--- src/rtl/mul8_seq_ctrl.sv ---
// mul8_seq_ctrl: unsigned 8x8 -> 16-bit multiplier built from one
// combinational 4x4 array multiplier reused over four cycles, with
// valid/ready handshakes on the operand and result sides.

module mul4x4_array (
  input  logic [3:0] x,
  input  logic [3:0] y,
  output logic [7:0] p
);

  // Sum of the four AND-gated partial-product rows, row i weighted by 2^i
  always_comb begin
    p = '0;
    for (int i = 0; i < 4; i++) begin
      p = p + ({4'b0000, x & {4{y[i]}}} << i);
    end
  end

endmodule

module mul8_seq_ctrl #(
  parameter int CNT_W = 8
) (
  input  logic             clk,
  input  logic             rst,
  input  logic             in_valid,
  output logic             in_ready,
  input  logic [7:0]       a,
  input  logic [7:0]       b,
  output logic             out_valid,
  input  logic             out_ready,
  output logic [15:0]      product,
  output logic             busy,
  output logic [CNT_W-1:0] op_count
);

  localparam logic [1:0] IDLE = 2'd0;
  localparam logic [1:0] MUL  = 2'd1;
  localparam logic [1:0] DONE = 2'd2;

  localparam logic [CNT_W-1:0] CNT_ONE = {{(CNT_W-1){1'b0}}, 1'b1};

  logic [1:0]  state;
  logic [7:0]  ra;
  logic [7:0]  rb;
  logic [15:0] acc;
  logic [1:0]  step;

  logic [3:0]  mul_x;
  logic [3:0]  mul_y;
  logic [7:0]  pp;
  logic [15:0] pp_shifted;
  logic [15:0] acc_next;
  logic        accept;
  logic        handoff;

  assign in_ready = (state == IDLE) | ((state == DONE) & out_ready);
  assign accept   = in_valid & in_ready;
  assign handoff  = out_valid & out_ready;
  assign busy     = (state == MUL);

  mul4x4_array u_mul (
    .x (mul_x),
    .y (mul_y),
    .p (pp)
  );

  // Pick the nibble pair for this step and weight its partial product:
  // step bit 0 selects the high nibble of ra, bit 1 the high nibble of rb
  always_comb begin
    mul_x = step[0] ? ra[7:4] : ra[3:0];
    mul_y = step[1] ? rb[7:4] : rb[3:0];
    case (step)
      2'd0:    pp_shifted = {8'h00, pp};
      2'd3:    pp_shifted = {pp, 8'h00};
      default: pp_shifted = {4'h0, pp, 4'h0};
    endcase
    acc_next = acc + pp_shifted;
  end

  // Handshake FSM, operand capture, accumulation and result hand-off
  always_ff @(posedge clk) begin
    if (rst) begin
      state     <= IDLE;
      ra        <= '0;
      rb        <= '0;
      acc       <= '0;
      step      <= '0;
      product   <= '0;
      out_valid <= 1'b0;
      op_count  <= '0;
    end else begin
      case (state)
        IDLE: begin
          if (accept) begin
            ra    <= a;
            rb    <= b;
            acc   <= '0;
            step  <= '0;
            state <= MUL;
          end
        end
        MUL: begin
          acc  <= acc_next;
          step <= step + 2'd1;
          if (step == 2'd3) begin
            product   <= acc_next;
            out_valid <= 1'b1;
            state     <= DONE;
          end
        end
        DONE: begin
          if (handoff) begin
            op_count  <= op_count + CNT_ONE;
            out_valid <= 1'b0;
            if (accept) begin
              ra    <= a;
              rb    <= b;
              acc   <= '0;
              step  <= '0;
              state <= MUL;
            end else begin
              state <= IDLE;
            end
          end
        end
        default: begin
          state     <= IDLE;
          out_valid <= 1'b0;
        end
      endcase
    end
  end

endmodule

--- config.mk ---
export PLATFORM = sky130hd
export DESIGN_NAME = mul8_seq_ctrl
export DESIGN_NICKNAME = d
export VERILOG_FILES = /design/src/rtl/mul8_seq_ctrl.sv
export SDC_FILE = /design/constraint.sdc
export NUM_CORES = 1
export LEC_CHECK = 0
export CELL_PAD_IN_SITES_DETAIL_PLACEMENT = 0
export CELL_PAD_IN_SITES_GLOBAL_PLACEMENT = 1
export CORE_ASPECT_RATIO = 2
export CORE_MARGIN = 2
export CORE_UTILIZATION = 42
export DETAILED_ROUTE_END_ITERATION = 12
export GPL_TIMING_DRIVEN = 0
export PLACE_DENSITY = 0.89
export SETUP_SLACK_MARGIN = 0.02
export SLEW_MARGIN = 40
export SYNTH_ARGS = -nofsm -noshare
export SYNTH_HDL_FRONTEND = slang
export SYNTH_SLANG_ARGS = --single-unit
--- constraint.sdc ---
create_clock -name clk -period 6.76 [get_ports clk]
set_clock_uncertainty 0.15 [all_clocks]
set_input_delay 1.352 -clock clk [delete_from_list [all_inputs] [get_ports clk]]
set_output_delay 1.352 -clock clk [all_outputs]
set_load 0.1 [all_outputs]
==> results of run 1 <==
cell type report:
| type | instances | area (sq um) |
|---|---|---|
| Buffer | 27 | 126 |
| Clock buffer | 9 | 225 |
| Clock inverter | 7 | 52.6 |
| Fill cell | 895 | 4360 |
| Inverter | 17 | 63.8 |
| Multi-Input combinational cell | 377 | 2510 |
| Sequential cell | 61 | 1220 |
| Tap cell | 102 | 128 |
| Timing Repair Buffer | 46 | 325 |
worst paths after layout:
path	slack [ns]	depth (start not counted)	startpoint	to
hold / removal	0.30	2	product[6]	product[6]
hold reg to reg	0.30	2	product[6]	product[6]
setup / recovery	1.02	19	step[0]	acc[10]
setup reg to reg	1.02	19	step[0]	acc[10]
per-stage QoR:
step           hold slack, ns  area [sq um]  cells  total power [mW]   util
2_1_floorplan           0.286          3920    482             0.445      -
3_5_place_dp            0.298          4370    630             0.481  0.485
3_3_place_gp            0.292          4510    630             0.481  0.500
6_report                0.302          4650    646             0.904  0.516
5_1_grt                 0.318          4650    646             0.936  0.516
4_1_cts                 0.306          4650    646             0.912  0.516
Yosys cell counts, types with 6 or more instances:
library cell  instances  area [sq um]
nand2_1              68           255
dfxtp_1              61          1220
a21oi_1              58           290
nor2_1               32           120
ha_1                 28           350
nand3_1              24           120
o21ai_0              19          95.1
inv_1                15          56.3
clkbuf_1             14          52.6
buf_2                11          55.1
nand3b_1             10          75.1
mux2i_1               9          90.1
nand2b_1              9          56.3
xnor2_1               9          78.8
or3_1                 7          43.8
a2111o_1              6          67.6
fa_1                  6           120
nand4b_1              6          52.6
xor2_1                6          52.6
power by group through the flow:
stage	combinational, mW	sequential, mW	clock, mW
5_1_grt	0.110	0.373	0.452
3_3_place_gp	0.101	0.380	0
6_report	0.101	0.372	0.431
3_5_place_dp	0.100	0.380	0
2_1_floorplan	0.0655	0.379	0
4_1_cts	0.101	0.373	0.439
metal layers:
metal	up-vias	wire length (um)
met5	-	0
met4	0	556
met3	37	470
met2	118	5820
met1	1693	3930
li1	1840	-
critical path: stages, from the launching register on:
cell and delay [ns]:
dfxtp_1 0.33, clkbuf_1 0.32, mux2i_1 0.52, nor2_1 0.11
fa_1 0.49, inv_1 0.05, fa_1 0.53, inv_1 0.04
ha_1 0.21, fa_1 0.42, a21o_1 0.24, a21oi_1 0.18
xnor2_1 0.13, a22o_1 0.22, ha_1 0.37, nand2_1 0.14
o21ai_1 0.45, o21ai_1 0.18, a2111o_1 0.44, o311ai_1 0.10
registers in the layout, summed over array words and instances, names as in the netlist:
signal / count
rb: 8
step: 2
state: 2
out_valid: 1
acc: 16
ra: 8
op_count: 8
product: 16
kinds of logic after synthesis:
family | count (synthesis) | share of synthesized area
buffers and inverters | 44 | 0.0485
adders and majority gates | 34 | 0.120
DFF | 61 | 0.311
muxes | 10 | 0.0258
xor gates and xnor gates | 15 | 0.0335
and+or+nand+nor | 188 | 0.238
AOI/OAI and AO/OA | 130 | 0.223
==> qor.txt, run 1 <==
synth-to-layout area growth - 18.6%
I/O Pins - 47
maximum VDD drop - 0.166 mV
final wirelength - 10,800 um
period utilisation layout - 0.849
Clock Sinks - 61
Final nets - 593
clk root buf - clkbuf_16
status - finished clean
syn_area_per_cell - 8.14 sq um
Hold Path Class - reg2reg
startpoint types - flip-flop
hold_buf cts - 0
WP data required - 6.85 ns
most frequent cells in the layout - nand2_1, dfxtp_1, a21oi_1, buf_2, nor2_1
clk_lat worst skew - 0.34 ns
Comb pwr share - 0.112
Slew HR - 0.541
cts bufs inserted - 9
Final WS setup - 1.02 ns
Post-synth top flop - dfxtp_1
ratio of cells with drive above 1 in the final layout - 0.140
n_diodes - 0
clock network fraction of design power - 0.476
ANT nets after route - 0
initial antenna violation count - 0
first-pass GRT wire length - 17,200 um
vias in the first global route - 3,605
RePlAce Congestion - 0.892
PortBufs - 46
DRC Markers - 0
P_int - 0.651 mW
starting density of the core - 0.435
Cells after Synth - 482
CTS tree - built
RSZ-0062 raised after global routing - no
Routed WL per cell - 16.7 um
most common cell after layout, fill and taps aside - nand2_1
largest net degree at the start of global routing - 13
Vias - 3,688
DR vias/cell - 5.71
row cnt - 49
dpl hpwl - 8280 um
Yosys cell types - 58
Iter 0 DRT Violations - 265
fin. max-slew vios - 0
Sw Share - 0.281
pre-CTS setup slack - 1.08 ns
Final Hold Viols - 0
crit path max fanout - 6
H-tree Lvls - 3
yosys warns - 0
Power Density - 194 nW/um^2
Mapped Nets - 536
global route overflow - 0
CORE AREA - 9010 sq um
met3 GRT Util - 0.0457
clock transition at the registers of the reported paths - 0.06 ns
# Post-CTS Setup Buffers - 0
minimum clock period - 5.74 ns
f_max - 174 MHz
Clock Path Buffers - 2
endpoint class of the critical path - flip-flop
Setup Crit Path Kind - reg2reg
Seq cells post-synth - 61
Post-synth EDFFs - 0
cts repair resizes - 0
Mapped Area - 3920 sq um
switching power - 0.254 mW
Die Wd - 72.3 um
Total GRT Usage - 0.221
setup TNS - 0 ns
die area - 10,200 sq um
Crit path arrival time - 5.83 ns
GR peak layer - met2
DIE HEIGHT - 141 um
GRT met2 Usage - 0.402
worst-margin pin slew - 0.689 ns
Leakage - 1.93 nW
post-synthesis async set-or-reset flop share - 0
register area share after synthesis - 0.311
Seq pwr share - 0.412
M1 GR Usage - 0.212
setup violators final - 0
max cap viols - 0
DRT Pass-1 Iters - 4
(Power assumes the default switching activity.)
==> inputs of run 2 (changes only) <==
CORE_UTILIZATION = 38   (was 42)
PLACE_DENSITY = 0.86   (was 0.89)
clock period = 5.25 ns   (was 6.76 ns; I/O delays follow)
==> run 2 against run 1 <==
  * Non-clock buffer count increased by 10
  * Routed wire length rose by 12%
  * Cell count up 6.7%
  * Sequential power is 30% higher
  * Core utilization decreased by 2.5 points
  * Register-to-register slack lost 0.79 ns
  * Via count rose by 3.7%
  * Worst hold slack better by 0.0016 ns
  * First-iteration DRC count shrank 39%
  * Worst setup slack got worse by 0.79 ns
  * Die area increased by 10%
  * Maximum frequency grew 14%
  * Largest cell class unchanged
  * Largest power group unchanged
==> qor.txt, run 2 (synthesis results as in run 1) <==
Iter 0 DRT Violations - 162
crit path max fanout - 6
clock transition at the registers of the reported paths - 0.05 ns
endpoint class of the critical path - flip-flop
initial antenna violation count - 0
minimum clock period - 5.02 ns
WP data required - 5.33 ns
most frequent cells in the layout - nand2_1, dfxtp_1, a21oi_1, buf_2, nor2_1
most common cell after layout, fill and taps aside - nand2_1
H-tree Lvls - 3
synth-to-layout area growth - 26.3%
ratio of cells with drive above 1 in the final layout - 0.191
DR vias/cell - 5.55
Hold Path Class - reg2reg
multi-input combinational cell area - 2630 sq um
max cap viols - 0
Hold Crit Depth - 2
CP max stage delay - 0.53 ns
fillers - 1,008
first-pass GRT wire length - 19,100 um
Placed Area - 4420 sq um
Worst path slowest cell - fa_1
period utilisation layout - 0.956
non-filler cells, final - 689
pre-CTS setup slack - -0.391 ns
global route overflow - 0
RSZ-0062 raised after global routing - no
hold_buf cts - 0
Clock Path Buffers - 2
crit path cell chain - buf_6 > mux2i_4 > nor2_1 > fa_1 > inv_1 > fa_1 > inv_1 > ha_1 > fa_2 > a21o_1 > a21oi_2 > xnor2_1 > a22o_1 > ha_4 > nand2_2 > a211oi_4 > buf_4 > o21ai_2 > a2111o_1 > o311ai_1
clk root buf - clkbuf_16
die area - 11,200 sq um
Design Area, Final - 4950 sq um
vias in the first global route - 3,954
PortBufs - 46
CTS tree - built
dpl hpwl - 9260 um
Util after Layout - 0.491
CORE AREA - 10,100 sq um
Min Hold Slack - 0.304 ns
setup violators final - 0
I/O Pins - 47
worst-margin pin slew - 0.686 ns
Seq. cell area - 1220 sq um
setup TNS - 0 ns
Total GRT Usage - 0.230
row cnt - 52
f_max - 199 MHz
Routed WL per cell - 17.5 um
dpl cells - 663
final wirelength - 12,000 um
DRT Pass-1 Iters - 4
DRC Markers - 0
Worst Reg2Reg Path Length in Cells - 20
Slew HR - 0.543
n_diodes - 0
cts bufs inserted - 9
DIE HEIGHT - 148 um
startpoint types - flip-flop
clk_lat worst skew - 0.34 ns
Final nets - 603
ANT nets after route - 0
fin. max-slew vios - 0
largest net degree at the start of global routing - 13
Final Hold Viols - 0
maximum VDD drop - 0.246 mV
Vias - 3,824
status - finished clean
RePlAce Congestion - 0.929
Crit path arrival time - 5.10 ns
Die Wd - 75.8 um
Setup Crit Path Kind - reg2reg
Final WS setup - 0.233 ns
biggest regs - acc x16, product x16
Pwr Total - 1.28 mW
Leakage - 2.01 nW
starting density of the core - 0.389
Power Density - 258 nW/um^2
Clock Sinks - 61
## run 2: layer usage
metal,global-route usage,wire (um),share of wire,vias up
met5,0,0,0,-
met4,0.157,671,0.056,0
met3,0.0532,380,0.032,46
met2,0.414,6840,0.57,100
met1,0.213,4150,0.34,1819
li1,-,-,-,1859
## run 2: where the power goes
part           switching, mW  internal [mW]
sequential           0.00933          0.474
combinational         0.0923         0.0527
clock                  0.231          0.417
total                  0.332          0.943
## run 2: timing repair
action                                  CTS  global route
endpoints found under the setup margin   16            16
buffers inserted                          2             8
gates resized for setup                  17            17
pin swaps                                 1             5
## run 2: path summary, 6_finish.rpt
| kind | start | end | slack (ns) |
|---|---|---|---|
| setup reg to reg | step[1] | acc[10] | 0.23 |
| hold reg to reg | ra[3] | ra[3] | 0.30 |
| setup / recovery | step[1] | acc[10] | 0.23 |
| hold / removal | ra[3] | ra[3] | 0.30 |
## run 2: area by class of cell
type	count	area share
plain buffers	27	0.0286
repair buffers	56	0.0809
multi-input cells	377	0.531
inverters	17	0.0129
clock inverters	7	0.0197
clock buffers	9	0.0455
well taps	135	0.0341
flip-flops and latches	61	0.247
## run 2: critical path, delay by kind of cell (launching register included)
family                   cells  cell delay (ns)
AND/OR/NAND/NOR              2             0.18
adder cells (fa/ha/maj)      5             1.95
buffers and inverters        4             0.42
flip-flops                   1             0.35
multiplexers                 1             0.26
AO/OA/AOI/OAI                7             1.49
XOR/XNOR                     1             0.10
